## src/rtl/hamming_enc_sched_pkg.sv

```systemverilog
`default_nettype none
// ============================================================================
// Module   : hamming_enc_sched_pkg
// Brief    : Shared constants, FSM state type and helpers for the SECDED
//            (72,64) encoder scheduler.
// Revision : 1.0
// ============================================================================
package hamming_enc_sched_pkg;

    localparam int DATA_W = 64;
    localparam int CODE_W = 72;
    localparam int c_PAR_N = 7;

    localparam logic [6:0] c_PAR_POS [c_PAR_N] = '{
        7'd1, 7'd2, 7'd4, 7'd8, 7'd16, 7'd32, 7'd64
    };

    typedef enum logic [1:0] {
        S_IDLE = 2'd0,
        S_ENC  = 2'd1,
        S_OUT  = 2'd2
    } state_t;

    // Hamming positions that are powers of two carry parity, not data.
    function automatic logic isPow2(input logic [6:0] pos);
        return (pos & (pos - 7'd1)) == 7'd0;
    endfunction

endpackage
`default_nettype wire

```

## src/rtl/hamming_enc_sched_if.sv

```systemverilog
`default_nettype none
// ============================================================================
// Module   : hamming_enc_sched_if
// Brief    : Requester, consumer and counter signals of the encoder scheduler.
// Revision : 1.0
// ============================================================================
interface hamming_enc_sched_if
    import hamming_enc_sched_pkg::*;
#(
    parameter int CNT_W = 16
) ();

    logic              req0_valid;
    logic [DATA_W-1:0] req0_data;
    logic              req0_ready;
    logic              req1_valid;
    logic [DATA_W-1:0] req1_data;
    logic              req1_ready;
    logic              out_valid;
    logic [CODE_W-1:0] out_code;
    logic              out_src;
    logic              out_ready;
    logic [CNT_W-1:0]  cnt0;
    logic [CNT_W-1:0]  cnt1;

    modport master (
        output req0_valid, req0_data, req1_valid, req1_data, out_ready,
        input  req0_ready, req1_ready, out_valid, out_code, out_src, cnt0, cnt1
    );

    modport slave (
        input  req0_valid, req0_data, req1_valid, req1_data, out_ready,
        output req0_ready, req1_ready, out_valid, out_code, out_src, cnt0, cnt1
    );

endinterface
`default_nettype wire

```

## src/rtl/hamming_enc72_core.sv

```systemverilog
`default_nettype none
// ============================================================================
// Module   : hamming_enc72_core
// Brief    : Combinational SECDED (72,64) encoder, Hamming positions 1..71
//            plus overall even parity in bit 0.
// Revision : 1.0
// ============================================================================
module hamming_enc72_core
    import hamming_enc_sched_pkg::*;
(
    input  wire logic [DATA_W-1:0] i_data,
    output logic      [CODE_W-1:0] o_code
);

    always_comb begin
        logic [6:0] w_idx;
        logic [6:0] w_syn;
        o_code = '0;
        w_idx  = '0;
        w_syn  = '0;
        // Data bits go to non-power-of-two positions in ascending order; the
        // XOR of the positions holding a 1 is exactly the parity word.
        for (int p = 1; p < CODE_W; p++) begin
            if (!isPow2(7'(p))) begin
                o_code[7'(p)] = i_data[w_idx[5:0]];
                if (i_data[w_idx[5:0]]) begin
                    w_syn = w_syn ^ 7'(p);
                end
                w_idx = w_idx + 7'd1;
            end
        end
        for (int k = 0; k < c_PAR_N; k++) begin
            o_code[c_PAR_POS[k]] = w_syn[3'(k)];
        end
        o_code[0] = ^o_code[CODE_W-1:1];
    end

endmodule
`default_nettype wire

```

## src/rtl/hamming_enc_sched.sv

```systemverilog
`default_nettype none
// ============================================================================
// Module   : hamming_enc_sched
// Brief    : Two-requester arbiter feeding a registered SECDED (72,64) encoder.
// Revision : 1.0
// ============================================================================
module hamming_enc_sched
    import hamming_enc_sched_pkg::*;
#(
    parameter int CNT_W = 16,
    parameter bit RR_EN = 1'b1
) (
    input  wire logic clk,
    input  wire logic rst,
    hamming_enc_sched_if.slave bus
);

    state_t            r_state;
    logic [DATA_W-1:0] r_din;
    logic              r_src;
    logic              r_lastSrc;
    logic              r_outValid;
    logic              r_outSrc;
    logic [CODE_W-1:0] r_outCode;
    logic [CNT_W-1:0]  r_cnt0;
    logic [CNT_W-1:0]  r_cnt1;

    logic              w_pick1;
    logic              w_grant0;
    logic              w_idle;
    logic              w_accept;
    logic [CODE_W-1:0] w_code;

    // On a tie, round-robin serves whoever was not served last.
    assign w_pick1  = bus.req1_valid && (!bus.req0_valid || (RR_EN && !r_lastSrc));
    assign w_grant0 = bus.req0_valid && !w_pick1;
    assign w_idle   = (r_state == S_IDLE) && !rst;
    assign w_accept = w_idle && (w_grant0 || w_pick1);

    assign bus.req0_ready = w_idle && w_grant0;
    assign bus.req1_ready = w_idle && w_pick1;
    assign bus.out_valid  = r_outValid;
    assign bus.out_code   = r_outCode;
    assign bus.out_src    = r_outSrc;
    assign bus.cnt0       = r_cnt0;
    assign bus.cnt1       = r_cnt1;

    hamming_enc72_core u_core (
        .i_data (r_din),
        .o_code (w_code)
    );

    always_ff @(posedge clk) begin
        if (rst) begin
            r_state    <= S_IDLE;
            r_din      <= '0;
            r_src      <= 1'b0;
            r_lastSrc  <= 1'b1;
            r_outValid <= 1'b0;
            r_outSrc   <= 1'b0;
            r_outCode  <= '0;
            r_cnt0     <= '0;
            r_cnt1     <= '0;
        end else begin
            case (r_state)
                S_IDLE: begin
                    if (w_accept) begin
                        r_din     <= w_pick1 ? bus.req1_data : bus.req0_data;
                        r_src     <= w_pick1;
                        r_lastSrc <= w_pick1;
                        if (w_pick1) begin
                            if (r_cnt1 != '1) r_cnt1 <= r_cnt1 + 1'b1;
                        end else begin
                            if (r_cnt0 != '1) r_cnt0 <= r_cnt0 + 1'b1;
                        end
                        r_state <= S_ENC;
                    end
                end
                S_ENC: begin
                    r_outCode  <= w_code;
                    r_outSrc   <= r_src;
                    r_outValid <= 1'b1;
                    r_state    <= S_OUT;
                end
                S_OUT: begin
                    if (bus.out_ready) begin
                        r_outValid <= 1'b0;
                        r_state    <= S_IDLE;
                    end
                end
                default: r_state <= S_IDLE;
            endcase
        end
    end

endmodule
`default_nettype wire

```

## src/flat_wrapper.sv

```systemverilog
// flat-port wrapper written by rule: the top's interface ports become plain ports
module hamming_enc_sched_flat import hamming_enc_sched_pkg::*;
#(
    parameter int CNT_W = 16,
    parameter bit RR_EN = 1'b1
)
  (clk, rst, bus_req0_valid, bus_req0_data, bus_req1_valid, bus_req1_data, bus_out_ready, bus_req0_ready, bus_req1_ready, bus_out_valid, bus_out_code, bus_out_src, bus_cnt0, bus_cnt1);
  hamming_enc_sched_if #(.CNT_W(CNT_W)) bus_i ();
  input  wire logic clk;
  input  wire logic rst;
  input wire logic [$bits(bus_i.req0_valid)-1:0] bus_req0_valid;
  input wire logic [$bits(bus_i.req0_data)-1:0] bus_req0_data;
  input wire logic [$bits(bus_i.req1_valid)-1:0] bus_req1_valid;
  input wire logic [$bits(bus_i.req1_data)-1:0] bus_req1_data;
  input wire logic [$bits(bus_i.out_ready)-1:0] bus_out_ready;
  output wire logic [$bits(bus_i.req0_ready)-1:0] bus_req0_ready;
  output wire logic [$bits(bus_i.req1_ready)-1:0] bus_req1_ready;
  output wire logic [$bits(bus_i.out_valid)-1:0] bus_out_valid;
  output wire logic [$bits(bus_i.out_code)-1:0] bus_out_code;
  output wire logic [$bits(bus_i.out_src)-1:0] bus_out_src;
  output wire logic [$bits(bus_i.cnt0)-1:0] bus_cnt0;
  output wire logic [$bits(bus_i.cnt1)-1:0] bus_cnt1;
  assign bus_i.req0_valid = bus_req0_valid;
  assign bus_i.req0_data = bus_req0_data;
  assign bus_i.req1_valid = bus_req1_valid;
  assign bus_i.req1_data = bus_req1_data;
  assign bus_i.out_ready = bus_out_ready;
  assign bus_req0_ready = bus_i.req0_ready;
  assign bus_req1_ready = bus_i.req1_ready;
  assign bus_out_valid = bus_i.out_valid;
  assign bus_out_code = bus_i.out_code;
  assign bus_out_src = bus_i.out_src;
  assign bus_cnt0 = bus_i.cnt0;
  assign bus_cnt1 = bus_i.cnt1;
  hamming_enc_sched #(.CNT_W(CNT_W), .RR_EN(RR_EN)) u_core (.clk(clk), .rst(rst), .bus(bus_i));
endmodule
```

## config.mk

```make
export PLATFORM = sky130hd
export DESIGN_NAME = hamming_enc_sched_flat
export DESIGN_NICKNAME = d
export VERILOG_FILES = /design/src/rtl/hamming_enc_sched_pkg.sv /design/src/rtl/hamming_enc_sched_if.sv /design/src/rtl/hamming_enc72_core.sv /design/src/rtl/hamming_enc_sched.sv /design/src/flat_wrapper.sv
export SDC_FILE = /design/constraint.sdc
export NUM_CORES = 1
export LEC_CHECK = 0
export CAP_MARGIN = 0
export CORE_MARGIN = 8
export CORE_UTILIZATION = 35
export CTS_CLUSTER_DIAMETER = 50
export DETAILED_ROUTE_END_ITERATION = 10
export GPL_ROUTABILITY_DRIVEN = 1
export PLACE_DENSITY = 0.7
export SETUP_SLACK_MARGIN = 0.2
export SLEW_MARGIN = 20
export SYNTH_ARGS = -nofsm -noshare
export SYNTH_HDL_FRONTEND = slang
export SYNTH_HIERARCHICAL = 1
export SYNTH_SLANG_ARGS = --single-unit
```

## constraint.sdc

```tcl
create_clock -name clk -period 4.1 [get_ports clk]
set_input_delay 0.41 -clock clk [delete_from_list [all_inputs] [get_ports clk]]
set_output_delay 0.41 -clock clk [all_outputs]
set_load 0.005 [all_outputs]
```

Word level (Yosys, flattened, before mapping). Index checks and enable logic that the tools add are counted.

Add/sub/neg operators: 2. Eq/ne operators: 6. Reductions and logical operators: 19. Muxes and demuxes: 69. Bitwise gates (word level): 63.

Operator list (count): 2-to-1 mux 6 bit (15); 2-to-1 mux 5 bit (15); 2-to-1 mux 64 bit (1); NOT 3 bit (21); 2-to-1 mux 4 bit (15); NOT 2 bit (22); NOT 4 bit (10); 2-to-1 mux 3 bit (11); adder 16 x 1 -> 16 bit, second input constant (2); inequality test 16 bit, second input constant (2); 2-to-1 mux 2 bit (7); NOT 5 bit (2); NOT 1 bit (8); AND reduction 4 bit (2); logical AND 1 bit (6); one-hot mux 2 bit (3 select lines) (1); AND reduction 2 bit (3); zero test 1 bit (4); 2-to-1 mux 1 bit (3); == test 2 x 1 -> 1 bit, second input constant (1); == test 2 bit, second input constant (1); zero test 2 bit (1); logical OR 1 bit (2); inequality test 2 x 1 -> 1 bit, second input constant (1); 3 further kinds (3).

Bits in registers: 163. Output and inout port bits: 108. Logic and storage cells: 168.

Logic depth before layout (Yosys ltp).
Depth in word-level cells: 120. Gate-level depth with buffers: 7. Depth with buffers taken out: 6.

By module. The synthesis kept the hierarchy.

By module, submodules not included: hamming_enc_sched (cells each 757, seq. area each 3483.3 µm², area an instance 6646.4 µm², instances 1); hamming_enc72_core (cells each 125, seq. area each 0.0 µm², area an instance 1226.2 µm², instances 1).

Worst setup path before layout. OpenSTA, ideal clock, no wires.

Kind: register -> register. Start point: register u_core.r_din[44]. End point: register u_core.r_outCode[1], in the netlist u_core/bus.out_code[1]. Library setup time: 0.132 ns. Setup slack: 2.239 ns. Clock period less this slack: 1.861 ns. Stages on the path, launching flop included: 7. Data arrival time: 1.729 ns. Data required time: 3.968 ns. Cells stage by stage: dfxtp_1 > xnor3_1 > xnor2_1 > xnor3_1 > xor3_1 > nand2_1 > a21oi_1.

Cells in the longest elaborated chain, start to end: 30.

Ends and longest elaborated chain: start, declared (RTL line hamming_enc_sched.sv:19) `logic [DATA_W-1:0] r_din;`; start signal, assigned (RTL line hamming_enc_sched.sv:68) `r_din <= w_pick1 ? bus.req1_data : bus.req0_data;`; 2-to-1 mux 2 bit (*) (RTL line hamming_enc72_core.sv:26) `if (i_data[w_idx[5:0]]) begin`; 2-to-1 mux 3 bit (*) (RTL line hamming_enc72_core.sv:26); NOT 2 bit (no source line); 2-to-1 mux 3 bit (*) (2 in a row) (RTL line hamming_enc72_core.sv:26); NOT 3 bit (no source line); 2-to-1 mux 3 bit (*) (RTL line hamming_enc72_core.sv:26); 2-to-1 mux 4 bit (*) (RTL line hamming_enc72_core.sv:26); NOT 2 bit (no source line); [13 not listed]; NOT 2 bit (no source line); 2-to-1 mux 2 bit (*) (RTL line hamming_enc72_core.sv:26); 2-to-1 mux 3 bit (*) (RTL line hamming_enc72_core.sv:26); NOT 2 bit (no source line); 2-to-1 mux 3 bit (*) (2 in a row) (RTL line hamming_enc72_core.sv:26); NOT 3 bit (no source line); 2-to-1 mux 3 bit (*) (RTL line hamming_enc72_core.sv:26); via u_core.w_code[1] (RTL line hamming_enc_sched.sv:32) `logic [CODE_W-1:0] w_code;`; end signal, assigned (RTL line hamming_enc_sched.sv:80) `r_outCode <= w_code;`; end, declared (RTL line hamming_enc_sched.sv:24) `logic [CODE_W-1:0] r_outCode;`.

Mark *: on every way through the listed nets, which the timed path passes. The rest lies on a longest branch. A chain may end at the register's enable or synchronous reset.

Worst setup path after layout.
Start point: register u_core.r_state[1]. End point: output bus_req0_ready.

Cells in the longest elaborated chain, start to end: 3.

Ends and longest elaborated chain: start, declared (RTL line hamming_enc_sched.sv:18) `state_t r_state;`; start signal, assigned (RTL line hamming_enc_sched.sv:55) `r_state <= S_IDLE;`; start signal, assigned (RTL line hamming_enc_sched.sv:76) `r_state <= S_ENC;`; start signal, assigned (RTL line hamming_enc_sched.sv:83) `r_state <= S_OUT;`; zero test 2 bit (RTL line hamming_enc_sched.sv:37) `assign w_idle = (r_state == S_IDLE) && !rst;`; logical AND 1 bit (RTL line hamming_enc_sched.sv:37); logical AND 1 bit (RTL line hamming_enc_sched.sv:40) `assign bus.req0_ready = w_idle && w_grant0;`; end, declared (RTL line flat_wrapper.sv:16) `output wire logic [$bits(bus_i.req0_ready)-1:0] bus_req0_ready;`.

Every way passes these cells.

==> results.cfg <==
[outcome]
status = finished, final reports clean

[run]
max_cap_violations = 0

[sta]
fmax_ghz = 0.356
period_share_pct = 68.5
min_period_ps = 2810
finalHoldViolCount = 0
grt_setup_unrepaired = false
setup_tns_ps = 0
slew_headroom_pct = 38.0
drv_slew = 0
skew_ps = 10.4
worst_pin_slew_ps = 930
setup_viol = 0

[place]
dpl_cell_area_sq_um = 10000
port_buffers = 240
dp_cells = 1295
gp_congestion = 0.848
dp_hpwl_mm = 18.2

[route]
via_per_inst = 5.29
route.met2.wl_mm = 11.9
wl_met3_mm = 1.75
vias = 7039
dr.max_layer_used = met4
wl_met1_mm = 11.7
drt-initial-drc-count = 958
drcViolationCount = 0
antenna_left = 0
routed_wl_mm = 25.9
dr.pass1.iters = 7
wire_per_inst_microns = 19.5

[clocking]
post_cts_buffers = 0
ctsHoldBuffers = 0
insertion_delay_ps = 430
cts_tree = yes
clock_sinks = 174
cts_buffers = 17
clockBufferDepth = 2
clk_pin_slew_ps = 70
cts_max_level = 4
cts-root-buf = clkbuf_16
cts_resized = 0

[worst_hold_path]
hold_class = reg2reg

[synth]
synth-seq-cells = 174
netlist_area_sq_um = 7870
yosys_warnings = 6
async_reset_ff_share_pct = 0
ys_types = 47
synth_flop_cell = dfxtp_1
synth_top_area_cell = dfxtp_1
synth_area_per_cell_sq_um = 8.93
syn_inst = 882
synth_area_leaders = dfxtp_1, a222oi_1, nand2_1
synth_enable_flop_cells = 0
synth_most_common_cell = dfxtp_1
yosysSeqAreaShare_pct = 44.2
netlist.area_leader.share_pct = 44.2
synth_common_cells = dfxtp_1, nand2_1, a21oi_1, nor2_1, buf_4

[floorplanning]
initial_core_util_pct = 35.2
num_rows = 55
pin_count = 241
core_area_sq_um = 22400
dieArea_sq_um = 27500
die_h_microns = 166
die_w_microns = 166

[power_and_ir_drop]
power_density_nw_per_um2 = 415
leakage_nw = 3.73
peakVddDrop_uv = 237

[cells_and_area]
drive_above_1_share_pct = 6.23
fin_nets = 1165
fill_cells = 2096
areaGrowthSynthToFinish_pct = 35.0
finalInstanceArea_sq_um = 10600
final_cell_count_no_fill = 1330

[global_route]
antenna_found_initial = 2
grt_pass1_vias = 6757
gr-usage-all-layers_pct = 18.3
grt_max_degree = 107
grt_overflow = 0
grt_pass1_wl_mm = 40.1

[worst_setup_path]
critical_path_class = reg2out
cp-end-kind = primary output
startpoint_type = flop
crit_arrival_ps = 2400
critPathMaxFanout = 18
reg2reg_setup_slack_ps = 1620
required_ps = 3690
==> worst max-delay path, stage by stage (launching register included) <==
cell	delay (ps)
dfxtp_1	380
nor3_4	390
nand3_1	220
inv_2	370
clkdlybuf4s50_1	610
==> flip-flops by register name, summed over array words and instances (netlist names) <==
register              cells
u_core/bus.out_code      72
u_core/r_din             64
u_core/bus.cnt0          16
u_core/bus.cnt1          16
u_core/r_state            2
u_core/bus.out_src        1
u_core/bus.out_valid      1
u_core/r_lastSrc          1
u_core/r_src              1
==> final cells by class <==
cell class | count | area, sq um | area share, %
Timing Repair Buffer | 249 | 2480 | 23.4
Antenna cell | 2 | 5.00 | 0.0471
Clock buffer | 17 | 425 | 4.00
Tap cell | 285 | 357 | 3.35
Sequential cell | 174 | 3480 | 32.8
Inverter | 8 | 30.0 | 0.282
Multi-Input combinational cell | 580 | 3680 | 34.6
Clock inverter | 15 | 171 | 1.61
==> layout by cell type (no fill, tap or decap), types with 6 or more instances in the layout <==
cell	instances
dfxtp_1	174
o21ai_0	8
nor2_1	76
mux2_2	9
a222oi_1	64
nand2_1	162
buf_4	8
conb_1	11
nor4_1	10
nor2b_1	9
or4_1	10
nand4_1	9
a21oi_1	90
xnor3_1	15
nand3_1	11
xnor2_1	36
clkbuf_16	17
clkdlybuf4s50_1	239
o31ai_1	10
inv_1	6
==> power by group <==
| part | leakage (nW) | internal [mW] | switching (mW) |
|---|---|---|---|
| combinational | 2.03 | 0.552 | 0.378 |
| clock | 0.285 | 0.823 | 0.803 |
| sequential | 1.41 | 1.78 | 0.0801 |
==> kinds of logic (layout without fill, tap and decap cells) <==
kind of cell	count (synthesis)	in the layout	share of synthesized area, %
xor+xnor	56	56	9.04
mux	10	10	1.41
other cells	1	13	0.0476
compound gates	187	187	17.1
fa+ha+maj	2	2	0.318
flops	174	174	44.2
simple gates	314	314	17.8
buf+inv	138	289	10.0
==> final timing paths <==
| kind | start | endpoint | cells after the start |
|---|---|---|---|
| setup / recovery | u_core/r_state[1] | bus_req0_ready | 4 |
| hold / removal | u_core/bus.out_code[69] | u_core/bus.out_code[69] | 2 |
| setup reg to reg | u_core/r_state[1] | u_core/r_din[56] | 6 |
| hold reg to reg | u_core/bus.out_code[69] | u_core/bus.out_code[69] | 2 |
==> per-stage QoR <==
stage               total power [mW]  util, %  hold slack, ps  setup slack, ps
floorplan                       2.52        -             432             2240
global placement                2.81     44.7             441             1260
detailed placement              2.82     44.7             447             1210
CTS                             4.46     47.4             458             1250
global route                    4.61     47.5             472             1100
finish                          4.41     47.5             456             1290
==> metal layers <==
layer	vias up	GRT usage, %
li1	3388	-
met1	3360	23.9
met2	259	28.6
met3	32	5.21
met4	0	5.93
met5	-	0
Power figures use the tool's default switching activity.
